**config.mk**
```make
export PLATFORM = sky130hd
export DESIGN_NAME = uart_rx
export DESIGN_NICKNAME = d
export VERILOG_FILES = /design/src/rtl/uart_rx.sv
export SDC_FILE = /design/constraint.sdc
export NUM_CORES = 1
export LEC_CHECK = 0
export CAP_MARGIN = 10
export CORE_MARGIN = 2
export CORE_UTILIZATION = 45
export DETAILED_ROUTE_END_ITERATION = 10
export GPL_TIMING_DRIVEN = 0
export HOLD_SLACK_MARGIN = 0.1
export SLEW_MARGIN = 30
export SYNTH_ARGS = -nofsm -noshare
export SYNTH_HDL_FRONTEND = slang
export SYNTH_SLANG_ARGS = --single-unit
```
**constraint.sdc**
```tcl
create_clock -name sclk -period 4.3 [get_ports sclk]
set_clock_uncertainty 0.15 [all_clocks]
set_input_delay 0.645 -clock sclk [delete_from_list [all_inputs] [get_ports sclk]]
set_output_delay 0.645 -clock sclk [all_outputs]
set_load 0.03 [all_outputs]
```
**src/rtl/uart_rx.sv**
```systemverilog
// ============================================================================
// Module   : uart_rx
// Brief    : 8N1 UART receiver with 2-FF synchroniser, mid-bit sampling and
//            1-cycle done / framing-error strobes. Define UART_RX_PARITY_EN
//            for 8E1 frames with a parity_err strobe.
// Revision : 1.0 - initial release
// ============================================================================
`default_nettype none

module uart_rx #(
    parameter int BAUD_MAX  = 5207,
    parameter int BAUD_HALF = BAUD_MAX / 2,
    parameter int CNT_W     = 13
) (
    input  logic       sclk,
    input  logic       rst,
    input  logic       rx,
    output logic [7:0] rx_data,
    output logic       rx_done,
    output logic       rx_busy,
    output logic       frame_err,
    output logic       parity_err
);

    localparam logic [CNT_W-1:0] C_BAUD_MAX  = CNT_W'(BAUD_MAX);
    localparam logic [CNT_W-1:0] C_BAUD_HALF = CNT_W'(BAUD_HALF);

    typedef enum logic [2:0] {
        S_IDLE   = 3'd0,
        S_START  = 3'd1,
        S_DATA   = 3'd2,
`ifdef UART_RX_PARITY_EN
        S_PARITY = 3'd3,
`endif
        S_STOP   = 3'd4
    } state_t;

    state_t           r_state;
    logic             r_rx_meta;
    logic             r_rx_s;
    logic             r_rx_d;
    logic [CNT_W-1:0] r_baud_cnt;
    logic [2:0]       r_bit_cnt;
    logic [7:0]       r_shift;

    logic w_fall;
    logic w_baud_mid;
    logic w_baud_end;
    logic w_par_bad;

    assign w_fall     = r_rx_d & ~r_rx_s;
    assign w_baud_mid = (r_baud_cnt == C_BAUD_HALF);
    assign w_baud_end = (r_baud_cnt == C_BAUD_MAX);
    assign rx_busy    = (r_state != S_IDLE);

    always_ff @(posedge sclk or posedge rst) begin
        if (rst) begin
            r_rx_meta <= 1'b1;
            r_rx_s    <= 1'b1;
            r_rx_d    <= 1'b1;
        end else begin
            r_rx_meta <= rx;
            r_rx_s    <= r_rx_meta;
            r_rx_d    <= r_rx_s;
        end
    end

`ifdef UART_RX_PARITY_EN
    logic r_par_bit;

    // Even parity: the received parity bit must equal the XOR of the data bits.
    assign w_par_bad = (r_par_bit != ^r_shift);

    always_ff @(posedge sclk or posedge rst) begin
        if (rst) begin
            r_par_bit  <= 1'b0;
            parity_err <= 1'b0;
        end else begin
            parity_err <= 1'b0;
            if (r_state == S_PARITY && w_baud_mid) begin
                r_par_bit <= r_rx_s;
            end
            if (r_state == S_STOP && w_baud_mid) begin
                parity_err <= w_par_bad;
            end
        end
    end
`else
    assign w_par_bad  = 1'b0;
    assign parity_err = 1'b0;
`endif

    always_ff @(posedge sclk or posedge rst) begin
        if (rst) begin
            r_state    <= S_IDLE;
            r_baud_cnt <= '0;
            r_bit_cnt  <= 3'd0;
            r_shift    <= 8'h00;
            rx_data    <= 8'h00;
            rx_done    <= 1'b0;
            frame_err  <= 1'b0;
        end else begin
            rx_done   <= 1'b0;
            frame_err <= 1'b0;

            if (r_state == S_IDLE || w_baud_end) begin
                r_baud_cnt <= '0;
            end else begin
                r_baud_cnt <= r_baud_cnt + 1'b1;
            end

            case (r_state)
                S_IDLE: begin
                    if (w_fall) begin
                        r_state <= S_START;
                    end
                end
                S_START: begin
                    if (w_baud_mid && r_rx_s) begin
                        r_state    <= S_IDLE;
                        r_baud_cnt <= '0;
                    end else if (w_baud_end) begin
                        r_state   <= S_DATA;
                        r_bit_cnt <= 3'd0;
                    end
                end
                S_DATA: begin
                    if (w_baud_mid) begin
                        r_shift <= {r_rx_s, r_shift[7:1]};
                    end
                    if (w_baud_end) begin
                        if (r_bit_cnt == 3'd7) begin
`ifdef UART_RX_PARITY_EN
                            r_state <= S_PARITY;
`else
                            r_state <= S_STOP;
`endif
                        end else begin
                            r_bit_cnt <= r_bit_cnt + 3'd1;
                        end
                    end
                end
`ifdef UART_RX_PARITY_EN
                S_PARITY: begin
                    if (w_baud_end) begin
                        r_state <= S_STOP;
                    end
                end
`endif
                S_STOP: begin
                    // Leave at mid-bit so a start edge right after the stop bit is caught.
                    if (w_baud_mid) begin
                        r_state    <= S_IDLE;
                        r_baud_cnt <= '0;
                        if (r_rx_s && !w_par_bad) begin
                            rx_data <= r_shift;
                            rx_done <= 1'b1;
                        end
                        if (!r_rx_s) begin
                            frame_err <= 1'b1;
                        end
                    end
                end
                default: begin
                    r_state <= S_IDLE;
                end
            endcase
        end
    end

endmodule

`default_nettype wire

```
== Yosys cells after proc, flatten, opt, wreduce, memory -nomap -nowiden ==
Index checks and enable logic that the tools add are counted.
W data, S select, Z words.

* Input port bits: 3
* Flip-flop bits (word level): 40
* Logic and storage cells: 59
* Output and inout port bits: 12

* Add/sub/neg operators: 2
* Eq/ne operators: 14
* Bitwise operators: 2
* Reduce and logical (&&, ||, !) cells: 9
* Muxes and demuxes: 22

{| class="wikitable"
|+ Operator list
! cell !! count
|-
| $mux W13 || 3
|-
| $mux W3 || 10
|-
| $pmux W13 S2 || 1
|-
| $ne A2 B2 Y1 const B || 7
|-
| $add A13 B1 Y13 const B || 1
|-
| $eq A13 B12 Y1 const B || 1
|-
| $eq A13 B13 Y1 const B || 1
|-
| $pmux W3 S4 || 1
|-
| $reduce_and A5 Y1 || 2
|-
| $eq A3 B3 Y1 const B || 2
|-
| $mux W1 || 6
|-
| $pmux W3 S2 || 1
|-
| $add A3 B1 Y3 const B || 1
|-
| $eq A3 B1 Y1 const B || 1
|-
| $eq A3 B2 Y1 const B || 1
|-
| $logic_not A3 Y1 || 1
|-
| $ne A3 B3 Y1 const B || 1
|-
| $reduce_and A3 Y1 || 1
|-
| $reduce_bool A3 Y1 || 1
|-
| $reduce_and A2 Y1 || 1
|-
| $reduce_bool A2 Y1 || 1
|-
| $and A1 B1 Y1 || 1
|-
| $logic_and A1 B1 Y1 || 1
|-
| $logic_or A1 B1 Y1 || 1
|-
| $not A1 Y1 || 1
|}

== Longest topological paths before layout ==
Gate-level depths: netlist (run 1).

* Word-level depth: 5
* Depth in mapped cells: 6
* Gate-level depth less buffers: 6

== Worst setup path after synthesis (run 1) ==
OpenSTA, ideal clock, no wires.

* Kind: register to register
* Start: register r_baud_cnt[0]
* End: register r_shift[0]
* Setup time: 0.125 ns
* Path slack: 2.416 ns
* Arrival time: 1.609 ns
* Cell stages (with the launch flop): 7
* Period minus slack after synthesis: 1.884 ns
* Data required time: 4.025 ns
* Path buffers: 1
* Cells stage by stage: dfrtp_1 ha_1 and4bb_2 and3_1 nor2b_1 buf_2 mux2_2

* Longest elaborated chain between the ends: 2

{| class="wikitable"
|+ Ends and longest elaborated chain
! item !! line !! text
|-
| start: declaration || 42 || <nowiki>logic [CNT_W-1:0] r_baud_cnt;</nowiki>
|-
| start signal: assignment || 109 || <nowiki>r_baud_cnt <= r_baud_cnt + 1'b1;</nowiki>
|-
| $eq A13 B12 Y1 || 52 || <nowiki>assign w_baud_mid = (r_baud_cnt == C_BAUD_HALF);</nowiki>
|-
| $reduce_and A2 Y1 (no line) || n/a ||
|-
| end signal: assignment || 129 || <nowiki>r_shift <= {r_rx_s, r_shift[7:1]};</nowiki>
|-
| end: declaration || 44 || <nowiki>logic [7:0] r_shift;</nowiki>
|}

Every way passes these cells.
A chain may end at the register's enable or synchronous reset.

== Worst setup path in the final report (run 1) ==
* Start: register r_state[0]
* End: output port rx_busy

* Longest elaborated chain between the ends: 1

{| class="wikitable"
|+ Ends and longest elaborated chain
! item !! line !! text
|-
| start: declaration || 38 || <nowiki>state_t r_state;</nowiki>
|-
| start signal: assignment || 95 || <nowiki>r_state <= S_IDLE;</nowiki>
|-
| start signal: assignment || 115 || <nowiki>r_state <= S_START;</nowiki>
|-
| start signal: assignment || 120 || <nowiki>r_state <= S_IDLE;</nowiki>
|-
| $reduce_bool A3 Y1 || 54 || <nowiki>assign rx_busy = (r_state != S_IDLE);</nowiki>
|-
| end: declaration || 20 || <nowiki>output logic rx_busy,</nowiki>
|}

Every way passes these cells.

==> impl_metrics.yaml, run 1 <==
cts:
  cts_hold_buf: 0
  cts_resized: 0
  cts_max_path_buffers: 2
  cts.clk_slew.worst_paths_ns: 0.08
  cts_root_buf: "clkbuf_8"
  cts_tree: "yes"
  insertion_delay_ns: 0.29
  clock_sinks: 40
  post_cts_buffers: 0
  numCtsBuffers: 5
  htreeDepth: 2
floorplanning:
  fp.dieW_um: 68.82
  fp-row-count: 23
  core_area_um2: 4029
  ioPinCount: 15
  die_area_um2: 4736
  initial_core_util: 0.4693
  die_y_um: 68.82
critical_path:
  crit_buf_inv: 3
  cp.arrival_ns: 1.85
  worst-path-stages: 4
  crit_start: "r_state[0]"
  critPathLaunchType: "register"
  critPathMaxStageDelay_ns: 0.60
  reg2reg_depth: 6
  r2r_end: "r_shift[5]"
  crit_fanout: 9
  rrSetupSlack_ns: 2.21
  slowest_stage: "clkdlybuf4s50_1"
  cp_cell_sequence: "clkbuf_1 -> nor3_1 -> inv_1 -> clkdlybuf4s50_1"
  crit_end: "rx_busy"
  path_delay_family: "buffers and inverters"
  path_class: "register to primary output"
  reg2reg_from: "r_baud_cnt[0]"
  cp.required_ns: 3.50
  worst_setup_path_end_kind: "primary output"
power:
  intPower_w: 0.0005539
  ir_drop_uv: 209.5
  combPwrFrac: 0.162
  p_sw_w: 0.0002138
  power_leakage_nw: 0.9845
  p_seq_frac: 0.522
  p_sw_frac: 0.2785
  powerDensity_nw_per_um2: 350.4
  p_clk_frac: 0.316
  power_w: 0.0007677
synth:
  yosysUniqueCellTypes: 40
  synth.avg_cell_area_um2: 11.89
  synth_seq_cells: 40
  ys_seq_area_frac: 0.5314
  synth.cell_area_um2: 1891
  yosysWarnings: 0
  synthesis.nets: 165
  synth_cells: 159
global_routing:
  overflow: 0
  grt_pass1_vias: 1147
  antenna_found_initial: 0
  grt_max_degree: 30
  grt.total_usage: 0.1622
  grt_pass1_wl_um: 5444
detailed_routing:
  ant_nets: 0
  wl_um: 3139
  route.detailed.drc: 0
  via_count: 1195
  dr.first_iter.drc_count: 67
  first_pass_iters: 4
  wl_per_cell_um: 13.59
  vias_per_cell: 5.173
job:
  max_cap_violations: 0
final_layout:
  area_growth_pct: 15.88
  fin_util: 0.5438
  final_common_cell: "dfrtp_1"
  final_cell_mix: "dfrtp_1 (37), mux2_2 (16), nor2_1 (16)"
  fin_cells: 231
  antenna_cells: 0
  drive_above_1_share: 0.2597
  fin_nets: 186
timing:
  setup_viol: 0
  holdWs_ns: 0.2077
  tns_ns: 0
  timing.final.crit_share: 0.6158
  rsz0062_at_grt: "no"
  clock.fmax_mhz: 377.6
  report.final.slew_viol_count: 0
  min_period_ns: 2.648
  hold_violations: 0
place:
  io_buffers: 13
  gp_congestion: 0.7403
  dp_cells: 223
  hpwl_um: 2226
hold_path:
  hp-class: "register to register"
run_status:
  status: "finished, final reports clean"
[synthesized netlist by cell type]
library cell	count	share of area
mux2_4	1	0.0079
xnor2_1	6	0.028
inv_1	4	0.0079
xor2_1	5	0.023
and3_1	3	0.0099
and4b_2	1	0.0060
and4_1	2	0.0093
nand4_1	4	0.013
nand2b_1	3	0.0099
nor4b_1	1	0.0046
nand3b_1	1	0.0040
nor3_1	4	0.011
nor4b_4	2	0.025
nor2_1	16	0.032
nor2b_1	2	0.0066
nor3b_1	3	0.012
dfstp_2	3	0.042
and4bb_2	1	0.0066
nand3_1	6	0.016
a22oi_1	1	0.0040
o21ai_0	1	0.0026
dfrtp_1	37	0.49
nor4_1	1	0.0033
a2111o_1	1	0.0060
clkbuf_1	3	0.0060
or3b_2	1	0.0046
o211ai_2	1	0.0066
conb_1	1	0.0020
ha_1	3	0.020
buf_6	1	0.0060
or3_2	1	0.0040
mux2_2	16	0.095
a21o_1	1	0.0040
nand2_1	5	0.0099
nor4bb_1	2	0.011
buf_2	5	0.013
a21oi_1	4	0.011
nand3_2	2	0.011
buf_4	2	0.0079
a22o_1	2	0.0093
[registers in the layout, indices dropped and copies added (netlist names), 3 cells and up]
signal and count:
r_baud_cnt 13, r_bit_cnt 3, r_shift 8, r_state 3, rx_data 8
[per-stage QoR]
stage / cell area [um2] / setup WS [ns]
detailed placement: 2103 / 1.975
floorplan: 1891 / 2.416
CTS: 2191 / 1.644
global placement: 2083 / 1.795
finish: 2191 / 1.652
global route: 2191 / 1.453
[layout make-up]
type                    instances  area (um2)
inverters                       4       15.01
fillers                       362        1838
repair buffers                 14       150.1
multi-input cells             104       808.3
clock buffers                   5       68.82
plain buffers                  11       62.56
well taps                      50       62.56
flip-flops and latches         40        1005
clock inverters                 3       18.77
[power by group through the flow]
| stage | clock, W | combinational, W | sequential [W] |
|---|---|---|---|
| CTS | 0.000255 | 0.000127 | 0.000401 |
| detailed placement | 0 | 0.000126 | 0.000408 |
| finish | 0.000243 | 0.000125 | 0.000401 |
| floorplan | 0 | 0.0000936 | 0.000406 |
| global placement | 0 | 0.000122 | 0.000407 |
| global route | 0.000277 | 0.000144 | 0.000402 |
[worst min path at each step]
stage,from,to,slack (ns),cells past startpoint
2_1_floorplan,r_rx_meta,r_rx_s,0.20,0
3_3_place_gp,r_rx_meta,r_rx_s,0.20,0
3_5_place_dp,r_rx_meta,r_rx_s,0.20,0
4_1_cts,r_rx_meta,r_rx_s,0.21,0
5_1_grt,r_rx_meta,r_rx_s,0.21,0
6_report,r_rx_meta,r_rx_s,0.21,0
[kinds of logic after synthesis]
logic type      count (synthesis)  share of synthesized area
fa+ha+maj                       3                    0.01986
flops                          40                     0.5314
simple gates                   61                     0.2085
mux                            17                     0.1032
xor+xnor                       11                    0.05096
buf+inv                        15                    0.04102
other cells                     1                   0.001984
compound gates                 11                    0.04302
[per-layer routing]
metal  up-vias  GRT usage  share of wire
met3         4    0.06006          0.045
met5         -          0              0
met1       578     0.2092           0.48
met4         0    0.06618          0.013
li1        594          -              -
met2        19     0.2464           0.46
[worst register-to-register path, delay by kind of cell, from the launching register on]
family / cells / cell delay, ns
adders and majority gates: 1 / 0.31
muxes: 1 / 0.36
and+or+nand+nor: 3 / 0.57
buffers and inverters: 1 / 0.21
DFF: 1 / 0.37
(Power assumes the default switching activity.)
==> run 2, diff against run 1 <==
==> constraint.sdc (replaced) <==
create_clock -name sclk -period 2.57 [get_ports sclk]
set_clock_uncertainty 0.15 [all_clocks]
set_input_delay 0.3855 -clock sclk [delete_from_list [all_inputs] [get_ports sclk]]
set_output_delay 0.3855 -clock sclk [all_outputs]
set_load 0.03 [all_outputs]
==> impl_metrics.yaml, run 2 (synthesis results as in run 1) <==
cts:
  cts.clk_slew.worst_paths_ns: 0.08
  cts_tree: "yes"
  clock_sinks: 40
  cts_root_buf: "clkbuf_8"
  cts_max_path_buffers: 2
  insertion_delay_ns: 0.29
  htreeDepth: 2
  numCtsBuffers: 5
global_routing:
  grt.total_usage: 0.1622
  grt_pass1_vias: 1147
  antenna_found_initial: 0
  grt_max_degree: 30
  overflow: 0
  grt_pass1_wl_um: 5444
final_layout:
  largest_register_ffs: 13
  fin_util: 0.5450
  final_common_cell: "dfrtp_1"
  top_register: "r_baud_cnt"
  area_growth_pct: 16.15
  reg_top3: "r_baud_cnt: 13 flops, r_shift: 8 flops, rx_data: 8 flops"
  antenna_cells: 0
  drive_above_1_share: 0.2652
  final_cell_mix: "dfrtp_1 (37), mux2_2 (16), nor2_1 (16)"
  fin_nets: 186
detailed_routing:
  ant_nets: 0
  first_pass_iters: 4
  via_count: 1194
  wl_per_cell_um: 13.64
  vias_per_cell: 5.169
  wl_um: 3150
  route.detailed.drc: 0
  dr.first_iter.drc_count: 66
place:
  hpwl_um: 2226
  io_buffers: 13
  gp_congestion: 0.7403
timing:
  timing.final.crit_share: 0.9080
  min_period_ns: 2.334
  hold_violations: 0
  tns_ns: 0
  setup_viol: 0
  clock.fmax_mhz: 428.5
  rsz0062_at_grt: "no"
  report.final.slew_viol_count: 0
floorplanning:
  core_area_um2: 4029
  die_area_um2: 4736
  ioPinCount: 15
  fp-row-count: 23
  fp.dieW_um: 68.82
  initial_core_util: 0.4693
  die_y_um: 68.82
critical_path:
  cp.required_ns: 2.03
  crit_fanout: 10
  cp_cell_sequence: "clkbuf_1 -> nor3_2 -> inv_1 -> clkdlybuf4s50_1"
  critPathMaxStageDelay_ns: 0.67
  slowest_stage: "clkdlybuf4s50_1"
  critPathLaunchType: "register"
  worst_setup_path_end_kind: "primary output"
  cp.arrival_ns: 1.80
  path_class: "register to primary output"
power:
  ir_drop_uv: 350.0
  powerDensity_nw_per_um2: 587.0
  power_leakage_nw: 0.9852
hold_path:
  hp-class: "input port to async pin"
run_status:
  status: "finished, final reports clean"
job:
  max_cap_violations: 0
-- run 2: cell counts in the layout (fill, tap and decap cells not counted) --
Identical to the previous run, type by type.
-- run 2: layout make-up --
| cell class | instances | area (um2) |
|---|---|---|
| inverter | 4 | 15.01 |
| clock inverter | 3 | 18.77 |
| timing repair buffer | 14 | 150.1 |
| sequential | 40 | 1005 |
| fill | 362 | 1833 |
| multi-input combinational | 104 | 813.3 |
| tap | 50 | 62.56 |
| buffer | 11 | 62.56 |
| clock buffer | 5 | 68.82 |
-- run 2: worst max-delay path: cells and delay by family, from the launching register on --
| family | cells | cell delay [ns] |
|---|---|---|
| buffers and inverters | 3 | 1.09 |
| flip-flops | 1 | 0.32 |
| AND/OR/NAND/NOR | 1 | 0.09 |
-- run 2: layer usage --
layer,routed length [um],track usage,up-vias
li1,-,-,595
met1,1542,0.2092,581
met2,1438,0.2464,14
met3,128,0.06006,4
met4,40,0.06618,0
met5,0,0,-
-- run 2: power by group --
part / internal (W) / switching (W)
registers: 0.000658 / 0.0000123
clock network: 0.000189 / 0.000217
logic: 0.0000829 / 0.000130
-- run 2: per-stage QoR --
| stage | hold WS, ns | setup WS [ns] | power, W | instance area [um2] | std cells |
|---|---|---|---|---|---|
| final | 0.1878 | 0.2364 | 0.001289 | 2196 | 231 |
| after floorplan | 0.1952 | 0.6858 | 0.0008362 | 1891 | 159 |
| after CTS | 0.1936 | 0.1735 | 0.001308 | 2191 | 231 |
| after global placement | 0.1967 | 0.3248 | 0.0008859 | 2083 | 222 |
| after detailed placement | 0.1972 | 0.4804 | 0.0008941 | 2103 | 223 |
| after global routing | 0.2063 | 0.07168 | 0.001381 | 2196 | 231 |
-- run 2: path summary, 6_finish.rpt --
kind / startpoint / to / slack [ns] / depth (start not counted)
max reg2reg: r_baud_cnt[0] / r_shift[5] / 0.47 / 6
max: r_state[2] / rx_busy / 0.24 / 4
max in group asynchronous: rst / r_rx_s / 1.58 / 3
min reg2reg: r_rx_meta / r_rx_s / 0.21 / 0
min in group sclk: r_rx_meta / r_rx_s / 0.21 / 0
min: rst / r_bit_cnt[2] / 0.19 / 2
-- run 2: repair_timing --
action	CTS	global route
gates resized for setup	0	1
hold buffers	0	0
buffers inserted	0	0
hold endpoints to repair	0	0
setup endpoints to repair	0	1
==> run 3, diff against run 2 <==
--- a/config.mk
+++ b/config.mk
@@ -11,6 +11,7 @@
 export DETAILED_ROUTE_END_ITERATION = 10
 export GPL_TIMING_DRIVEN = 0
 export HOLD_SLACK_MARGIN = 0.1
+export SKIP_CTS_REPAIR_TIMING = 1
 export SLEW_MARGIN = 30
 export SYNTH_ARGS = -nofsm -noshare
 export SYNTH_HDL_FRONTEND = slang
==> results of run 3 <==
The final DEF is identical to that of run 2; final timing and power are the same.
